[src/rtl/ahb_master_req.sv]
// AHB bus-master request engine: turns a local {addr, len, lock} request into
// an INCR burst of word transfers, re-arbitrating after grant loss and
// restarting with NONSEQ at 1KB boundaries and address wrap.
//
//   state   | meaning
//   --------+----------------------------------------------------------
//   S_IDLE  | waiting for req_valid; req_ready high
//   S_REQ   | bus requested, waiting for hgrant & hready
//   S_ACT   | driving address phases (NONSEQ/SEQ) until the last beat
//   S_DLAST | data phase of the final beat; done pulses when it completes
module ahb_master_req #(
    parameter int ADDR_W = 32,
    parameter int LEN_W  = 5
) (
    input  logic              hclk,
    input  logic              hresetn,
    input  logic              req_valid,
    output logic              req_ready,
    input  logic [ADDR_W-1:0] req_addr,
    input  logic [LEN_W-1:0]  req_len,
    input  logic              req_lock,
    output logic              hbusreq,
    output logic              hlock,
    input  logic              hgrant,
    input  logic              hready,
    output logic [1:0]        htrans,
    output logic [ADDR_W-1:0] haddr,
    output logic [2:0]        hburst,
    output logic [2:0]        hsize,
    output logic              done
);

    localparam logic [1:0] HTRANS_IDLE   = 2'b00;
    localparam logic [1:0] HTRANS_NONSEQ = 2'b10;
    localparam logic [1:0] HTRANS_SEQ    = 2'b11;

    typedef enum logic [1:0] {
        S_IDLE  = 2'd0,
        S_REQ   = 2'd1,
        S_ACT   = 2'd2,
        S_DLAST = 2'd3
    } state_t;

    state_t            state_q, state_d;
    logic [ADDR_W-1:0] addr_q, addr_d;
    logic [4:0]        rem_q, rem_d;
    logic              restart_q, restart_d;
    logic              lock_q, lock_d;
    logic              done_q, done_d;

    logic [4:0]        len_norm;
    logic [ADDR_W:0]   addr_sum;
    logic [ADDR_W-1:0] addr_inc;
    logic              addr_wrap;
    logic              kb_cross;

    assign hburst = 3'b001;
    assign hsize  = 3'b010;
    assign done   = done_q;

    // Clamp the requested beat count into 1..16.
    always_comb begin
        len_norm = 5'd16;
        if (req_len == '0) begin
            len_norm = 5'd1;
        end else if (32'(req_len) <= 32'd16) begin
            len_norm = 5'(req_len);
        end
    end

    // Next word address; the carry out flags a wrap through zero.
    always_comb begin
        addr_sum  = {1'b0, addr_q} + (ADDR_W+1)'(4);
        addr_inc  = addr_sum[ADDR_W-1:0];
        addr_wrap = addr_sum[ADDR_W];
        kb_cross  = (addr_inc[9:0] == 10'd0);
    end

    // Next-state, counters and bus outputs.
    always_comb begin
        state_d   = state_q;
        addr_d    = addr_q;
        rem_d     = rem_q;
        restart_d = restart_q;
        lock_d    = lock_q;
        done_d    = 1'b0;
        req_ready = 1'b0;
        hbusreq   = 1'b0;
        hlock     = 1'b0;
        htrans    = HTRANS_IDLE;
        haddr     = addr_q;

        case (state_q)
            S_IDLE: begin
                req_ready = 1'b1;
                if (req_valid) begin
                    addr_d    = req_addr & ~ADDR_W'(3);
                    rem_d     = len_norm;
                    lock_d    = req_lock;
                    restart_d = 1'b1;
                    state_d   = S_REQ;
                end
            end
            S_REQ: begin
                hbusreq = 1'b1;
                hlock   = lock_q;
                if (hgrant && hready) begin
                    state_d = S_ACT;
                end
            end
            S_ACT: begin
                hbusreq = 1'b1;
                hlock   = lock_q;
                htrans  = restart_q ? HTRANS_NONSEQ : HTRANS_SEQ;
                if (hready) begin
                    addr_d    = addr_inc;
                    rem_d     = rem_q - 5'd1;
                    restart_d = kb_cross | addr_wrap;
                    if (rem_q == 5'd1) begin
                        state_d = S_DLAST;
                    end else if (!hgrant) begin
                        // Bus lost: re-arbitrate and resume with a fresh NONSEQ.
                        state_d   = S_REQ;
                        restart_d = 1'b1;
                    end
                end
            end
            S_DLAST: begin
                hlock = lock_q;
                if (hready) begin
                    state_d = S_IDLE;
                    done_d  = 1'b1;
                end
            end
            default: begin
                state_d = S_IDLE;
            end
        endcase
    end

    // State and datapath registers with synchronous active-low reset.
    always_ff @(posedge hclk) begin
        if (!hresetn) begin
            state_q   <= S_IDLE;
            addr_q    <= '0;
            rem_q     <= 5'd0;
            restart_q <= 1'b1;
            lock_q    <= 1'b0;
            done_q    <= 1'b0;
        end else begin
            state_q   <= state_d;
            addr_q    <= addr_d;
            rem_q     <= rem_d;
            restart_q <= restart_d;
            lock_q    <= lock_d;
            done_q    <= done_d;
        end
    end

endmodule

[config.mk]
export PLATFORM = sky130hd
export DESIGN_NAME = ahb_master_req
export DESIGN_NICKNAME = d
export VERILOG_FILES = /design/src/rtl/ahb_master_req.sv
export SDC_FILE = /design/constraint.sdc
export NUM_CORES = 1
export LEC_CHECK = 0
export ABC_AREA = 1
export CORE_MARGIN = 3
export CORE_UTILIZATION = 31
export CTS_CLUSTER_DIAMETER = 30
export DETAILED_ROUTE_END_ITERATION = 12
export GPL_TIMING_DRIVEN = 0
export PLACE_DENSITY = 0.64
export SYNTH_ARGS = -nofsm -noshare
export SYNTH_HDL_FRONTEND = slang
export SYNTH_SLANG_ARGS = --single-unit
[constraint.sdc]
create_clock -name hclk -period 4.9 [get_ports hclk]
set_input_delay 0.735 -clock hclk [delete_from_list [all_inputs] [get_ports hclk]]
set_output_delay 0.735 -clock hclk [all_outputs]
set_load 0.02 [all_outputs]
# Yosys cells after proc, flatten, opt, wreduce, memory -nomap -nowiden

Cells that the tools add are included.

Flip-flop bits (word level): 42

Add/subtract/negate cells: 2
Order comparisons: 1
Equality and inequality tests: 9
Mux-type cells: 26
Bitwise operators: 1
Reduce and logical (&&, ||, !) cells: 11

Operators with widths:

| kind                    | count |
|---|---|
| $mux W32                | 2 |
| $pmux W32 S2            | 1 |
| $add A32 B3 Y33 const B | 1 |
| $mux W5                 | 4 |
| $mux W2                 | 7 |
| $logic_not A10 Y1       | 1 |
| $pmux W5 S2             | 1 |
| $mux W1                 | 9 |
| $ne A2 B2 Y1 const B    | 4 |
| $pmux W2 S4             | 1 |
| $eq A5 B1 Y1 const B    | 1 |
| $le A5 B5 Y1 const B    | 1 |
| $logic_not A5 Y1        | 1 |
| $reduce_and A5 Y1       | 1 |
| $sub A5 B1 Y5 const B   | 1 |
| $eq A2 B2 Y1 const B    | 2 |
| $reduce_and A2 Y1       | 2 |
| $ne A3 B3 Y1 const B    | 1 |
| $reduce_and A3 Y1       | 1 |
| $reduce_or A3 Y1        | 1 |
| $eq A2 B1 Y1 const B    | 1 |
| $logic_not A2 Y1        | 1 |
| $pmux W1 S2             | 1 |
| $reduce_bool A2 Y1      | 1 |
| 3 further kinds         | 3 |

# Longest topological paths before layout

Gate-level depths: netlist (run 1).

Depth in word-level cells: 7
Gate-level depth with buffers: 12

# Least setup slack after synthesis (run 1)

No wires, ideal clock.

Path type: register to output
Start point: register state_q[0]
End point: output htrans[0]
Data arrival time: 1290 ps
Data required time: 4165 ps
Path slack: 2875 ps
Stages on the path, launching flop included: 6
Cells stage by stage: dfxtp_1 > inv_1 > ha_1 > inv_2 > buf_2 > nor2_1

Longest elaborated chain between the ends: 2

RTL lines:

| what                   | RTL line | RTL |
|---|---|---|
| from (decl)            | 44       | `state_t state_q, state_d;` |
| from (signal assigned) | 151      | `state_q <= state_d;` |
| $eq A2 B2 Y1           | 93       | `case (state_q)` |
| $mux W2                | 93       |  |
| to (decl)              | 26       | `output logic [1:0] htrans,` |

Every way passes these cells.

# Worst setup path in the final report (run 1)

Same ends and word-level chain as after synthesis.

==> results of run 1 <==
-- kinds of logic after synthesis --
| group | Yosys count | synth area share [%] |
|---|---|---|
| xor+xnor | 4 | 1.148 |
| simple gates | 295 | 43.57 |
| other cells | 2 | 0.2460 |
| compound gates | 88 | 16.80 |
| flops | 40 | 26.23 |
| fa+ha+maj | 7 | 2.869 |
| buf+inv | 61 | 9.139 |
-- worst min-delay path, stage by stage, from the launching register on --
cell and delay (ns):
dfxtp_1 0.31, inv_1 0.07, a21oi_1 0.06
-- stage by stage --
| stage | cells | total power (W) | cell area [um2] | hold slack, ns |
|---|---|---|---|---|
| after floorplan | 503 | 0.001382 | 3075 | 0.4297 |
| after global placement | 708 | 0.001850 | 3998 | 0.4455 |
| after detailed placement | 708 | 0.001866 | 3998 | 0.4514 |
| after CTS | 716 | 0.002168 | 4119 | 0.4652 |
| after global routing | 716 | 0.002331 | 4119 | 0.4924 |
| final | 716 | 0.002160 | 4119 | 0.4691 |
-- sequential cells by signal (all words and copies together), names as in the netlist --
name,count
haddr,30
done,1
state_q,2
restart_q,1
rem_q,5
lock_q,1
-- where the power goes --
group / total [W] / internal (W) / switching, W
registers: 0.000616 / 0.000448 / 0.000168
logic: 0.00125 / 0.000503 / 0.000742
clock network: 0.000298 / 0.000167 / 0.000131
total: 0.00216 / 0.00112 / 0.00104
-- synth_stat cells (all sizes together) (3+ instances only) --
| cell type | count |
|---|---|
| or2 | 3 |
| a21oi | 43 |
| ha | 7 |
| clkbuf | 3 |
| nand3b | 10 |
| dfxtp | 40 |
| nand3 | 31 |
| xor2 | 3 |
| nor2 | 94 |
| nor3 | 3 |
| o21ai | 32 |
| buf | 23 |
| nand2 | 153 |
| a211oi | 6 |
| inv | 35 |
-- final cells by class --
cell class	instances	share of cell area, %
well taps	129	3.919
flip-flops and latches	40	19.44
plain buffers	26	3.584
clock inverters	2	0.9417
repair buffers	76	18.47
inverters	35	3.190
clock buffers	6	2.005
multi-input cells	402	48.45
-- worst max path at each step --
stage                     startpoint   endpoint  slack, ns  depth (start not counted)
after floorplan           state_q[0]  htrans[0]       2.87                          5
after global placement    state_q[0]  htrans[0]       2.48                          6
after detailed placement  state_q[0]  htrans[0]       2.45                          6
after CTS                 state_q[0]  htrans[0]       2.12                          6
after global routing      state_q[0]  htrans[0]       2.01                          6
final                     state_q[0]  htrans[0]       2.12                          6
-- routing by layer --
metal / part of all wire [%] / vias up / track usage (%)
li1: - / 1766 / -
met1: 47 / 1545 / 24.07
met2: 46 / 97 / 30.28
met3: 5.6 / 12 / 3.123
met4: 1.5 / 0 / 3.374
met5: 0 / - / 0
==> impl_metrics.json, run 1 <==
{
  "drive_gt1_share_pct": 11.41,
  "post_cts_buffers": 0,
  "cellPowerDensity_mw_per_mm2": 524.4,
  "vias": 3420,
  "numCtsBuffers": 5,
  "hpwl_um": 7796,
  "fp.dieArea_mm2": 0.01107,
  "path_buf_inv": 4,
  "status": "complete, no violations",
  "ys_seq_area_share_pct": 26.23,
  "cap_violations": 0,
  "synth_async_sr_flop_share_pct": 0,
  "finalMaxSlewViolations": 0,
  "grt_pass1_wl_um": 16060,
  "synthTopCellsByArea": "dfxtp_1 26%, nand2_1 18%, nor2_1 10%, a21oi_1 6.2%, nand3_1 4.8%",
  "insertion_delay_ns": 0.31,
  "cts.clk_slew.worst_paths_ns": 0.09,
  "die_h_um": 105.2,
  "r2r-start": "haddr[2]",
  "synth-seq-cells": 40,
  "io_buffers": 76,
  "ff2ff_path_depth": 11,
  "r2r-end": "restart_q",
  "finalHoldViolCount": 0,
  "cts.repair.resized": 0,
  "synth_top_cell_by_area": "dfxtp_1",
  "io_pins": 87,
  "syn_inst": 497,
  "worstHoldEndpoint": "lock_q",
  "rsz0062_at_grt": "false",
  "worstMarginPinSlew_ns": 0.7550,
  "cts_root_buf": "clkbuf_8",
  "fp-row-count": 35,
  "vias_per_cell": 4.777,
  "worstHoldStart": "lock_q",
  "yosysWarnings": 0,
  "synth_top_area_share_pct": 26.23,
  "wl_um": 9860,
  "clock-sinks": 40,
  "final_cell_mix": "146 x nand2_1, 81 x nor2_1, 76 x clkdlybuf4s50_1, 40 x dfxtp_1, 38 x a21oi_1",
  "fillers": 1002,
  "leakagePower_nw": 1.569,
  "start_util_pct": 32.43,
  "setup_viol": 0,
  "peakVddDrop_v": 0.0001705,
  "htree_levels": 2,
  "worstPathRequired_ns": 4.16,
  "dr.pass1.iters": 4,
  "drt_iter0_markers": 174,
  "nets": 636,
  "r2r_slack_ns": 2.96,
  "worstSetupPathType": "reg2out",
  "startpoint_type": "flop",
  "max_freq_mhz": 359.9,
  "final_common_cell": "nand2_1",
  "cpLargestDelayFamily": "buffers and inverters",
  "grt_max_degree": 14,
  "slowest_stage": "clkdlybuf4s50_1",
  "fin_ws_ns": 2.121,
  "period_share_pct": 56.71,
  "dpl_worst_slack_ns": 2.452,
  "tns_ns": 0,
  "fin_crit_ns": 2.779,
  "ant_nets": 0,
  "fin_skew_ns": 0.01342,
  "core_mm2": 0.009415,
  "endpoint_kind": "primary output",
  "seq_area_um2": 800.8,
  "grt_overflow": 0,
  "post_drt_wl_per_cell_um": 13.77,
  "hold_class": "reg2reg",
  "slowest_delay_ns": 0.54,
  "cp.arrival_ns": 2.04,
  "gr-usage-all-layers_pct": 17.92,
  "synth.cell_area_mm2": 0.003053,
  "path_cells": "inv_1 > ha_1 > inv_2 > buf_2 > nor2_1 > clkdlybuf4s50_1",
  "multi_input_area_mm2": 0.001996,
  "postCtsHoldBufs": 0,
  "diodes": 0,
  "area_delta_synth_final_pct": 34.92,
  "cts_tree": "yes",
  "grt_pass1_vias": 3237,
  "drc": 0,
  "fp.dieW_um": 105.2,
  "antenna_found_initial": 0,
  "synth_cell_types": 37,
  "synth_area_per_cell_um2": 6.143,
  "synth_ff_type": "dfxtp_1",
  "cp_max_fo": 10,
  "gpl.final_weighted_congestion": 0.9021,
  "synth-edff-count": 0,
  "cts.path.max_buffers": 2,
  "relSlewSlack_pct": 49.66,
  "worstHoldPathCells": 2,
  "post-route-util_pct": 43.75
}
Power figures use the tool's default switching activity.
==> run 2, diff against run 1 <==
--- a/config.mk
+++ b/config.mk
@@ -11,7 +11,7 @@
 export CTS_CLUSTER_DIAMETER = 30
 export DETAILED_ROUTE_END_ITERATION = 12
 export GPL_TIMING_DRIVEN = 0
-export PLACE_DENSITY = 0.64
+export PLACE_DENSITY = 0.66
 export SYNTH_ARGS = -nofsm -noshare
 export SYNTH_HDL_FRONTEND = slang
 export SYNTH_SLANG_ARGS = --single-unit
==> constraint.sdc (replaced) <==
create_clock -name hclk -period 2.43 [get_ports hclk]
set_input_delay 0.3645 -clock hclk [delete_from_list [all_inputs] [get_ports hclk]]
set_output_delay 0.3645 -clock hclk [all_outputs]
set_load 0.02 [all_outputs]
==> impl_metrics.json, run 2 (synthesized netlist as in run 1, its figures left out) <==
{
  "tns_ns": 0,
  "power.switching_w": 0.002094,
  "die_h_um": 105.2,
  "cp.arrival_ns": 1.89,
  "grt_pass1_vias": 3312,
  "cellPowerDensity_mw_per_mm2": 1032,
  "antenna_found_initial": 0,
  "htree_levels": 2,
  "setup_viol": 0,
  "status": "complete, no violations",
  "period_share_pct": 92.80,
  "post_drt_wl_per_cell_um": 13.79,
  "fillers": 1044,
  "io_pins": 87,
  "cts.path.max_buffers": 2,
  "drive_gt1_share_pct": 11.26,
  "fp.dieW_um": 105.2,
  "power_frac_seq_pct": 29.5,
  "cts_root_buf": "clkbuf_8",
  "clock-sinks": 40,
  "nets": 635,
  "rsz0062_at_grt": "false",
  "vias_per_cell": 4.829,
  "relSlewSlack_pct": 53.47,
  "final_cell_mix": "146 x nand2_1, 81 x nor2_1, 76 x clkdlybuf4s50_1, 40 x dfxtp_1, 38 x a21oi_1",
  "finalPower_w": 0.004209,
  "max_freq_mhz": 443.4,
  "vias": 3453,
  "start_util_pct": 32.43,
  "switching_share_pct": 49.75,
  "fin_crit_ns": 2.255,
  "worstSetupPathType": "reg2out",
  "gr-usage-all-layers_pct": 17.63,
  "final_common_cell": "nand2_1",
  "fin_skew_ns": 0.006182,
  "area_delta_synth_final_pct": 33.65,
  "grt_max_degree": 14,
  "hold_class": "reg2reg",
  "finalMaxSlewViolations": 0,
  "comb_power_share_pct": 59.3,
  "dr.pass1.iters": 5,
  "grt_overflow": 0,
  "worstPathRequired_ns": 2.07,
  "cts.clk_slew.worst_paths_ns": 0.09,
  "drt_iter0_markers": 186,
  "cap_violations": 0,
  "worstMarginPinSlew_ns": 0.6980,
  "numCtsBuffers": 5,
  "peakVddDrop_v": 0.0004441,
  "gpl.final_weighted_congestion": 0.9199,
  "finalHoldViolCount": 0,
  "cp_max_fo": 15,
  "clkPwrFrac_pct": 11.1,
  "fp.dieArea_mm2": 0.01107,
  "leakagePower_nw": 1.553,
  "wl_um": 9863,
  "hpwl_um": 7821,
  "intPower_w": 0.002115,
  "io_buffers": 76,
  "startpoint_type": "flop",
  "largest_reg_flops": 30,
  "fp-row-count": 35,
  "cts_tree": "yes",
  "diodes": 0,
  "drc": 0,
  "endpoint_kind": "primary output",
  "grt_pass1_wl_um": 15940,
  "insertion_delay_ns": 0.30,
  "ant_nets": 0,
  "core_mm2": 0.009415
}
run 2: power groups by stage:
| stage | Combinational, W | Clock [W] | Sequential [W] |
|---|---|---|---|
| detailed placement | 0.00251 | 0 | 0.00125 |
| global placement | 0.00247 | 0 | 0.00125 |
| CTS | 0.00253 | 0.000479 | 0.00124 |
| floorplan | 0.00139 | 0 | 0.00140 |
| global route | 0.00276 | 0.000498 | 0.00129 |
| finish | 0.00250 | 0.000469 | 0.00124 |
run 2: worst paths after layout:
path	start	endpoint	slack [ns]	depth (start not counted)
max	state_q[0]	htrans[0]	0.17	5
max reg2reg	state_q[0]	rem_q[0]	0.40	8
min	lock_q	lock_q	0.46	2
min reg2reg	lock_q	lock_q	0.46	2
run 2: worst max-delay path: stages (launching register included):
cell and delay, ns:
dfxtp_1 0.39, inv_1 0.09, ha_1 0.24, inv_2 0.25, nor2_1 0.07, clkdlybuf4s50_1 0.54
run 2: metrics by stage:
stage	utilization [%]	hold slack (ns)	area, um2	cells	worst slack [ns]
after floorplan	-	0.4297	3075	503	0.7313
after global placement	42.46	0.4472	3998	708	0.3991
after detailed placement	42.46	0.4499	3998	708	0.3762
after CTS	43.39	0.4650	4085	716	0.03320
after global routing	43.34	0.5041	4080	715	0.06659
final	43.34	0.4622	4080	715	0.1749
run 2: cell type report:
class	count	area, um2	area share, %
Timing Repair Buffer	76	760.7	18.64
Multi-Input combinational cell	402	1996	48.91
Buffer	25	142.6	3.496
Sequential cell	40	800.8	19.63
Inverter	35	131.4	3.220
Clock inverter	3	18.77	0.4600
Clock buffer	5	68.82	1.687
Tap cell	129	161.4	3.956
run 2: timing repair:
action / in CTS / in global routing
endpoints found under the setup margin: 0 / 1
hold buffers: 0 / 0
buffers inserted: 0 / 0
gates resized for setup: 0 / 0
run 2: per-layer routing:
metal  up-vias  routed length [um]  track usage (%)
met5         -                   0                0
met4         0                 136            4.967
met3        14                 639            2.939
met2       109                4711            30.33
met1      1571                4374            22.64
li1       1759                   -                -
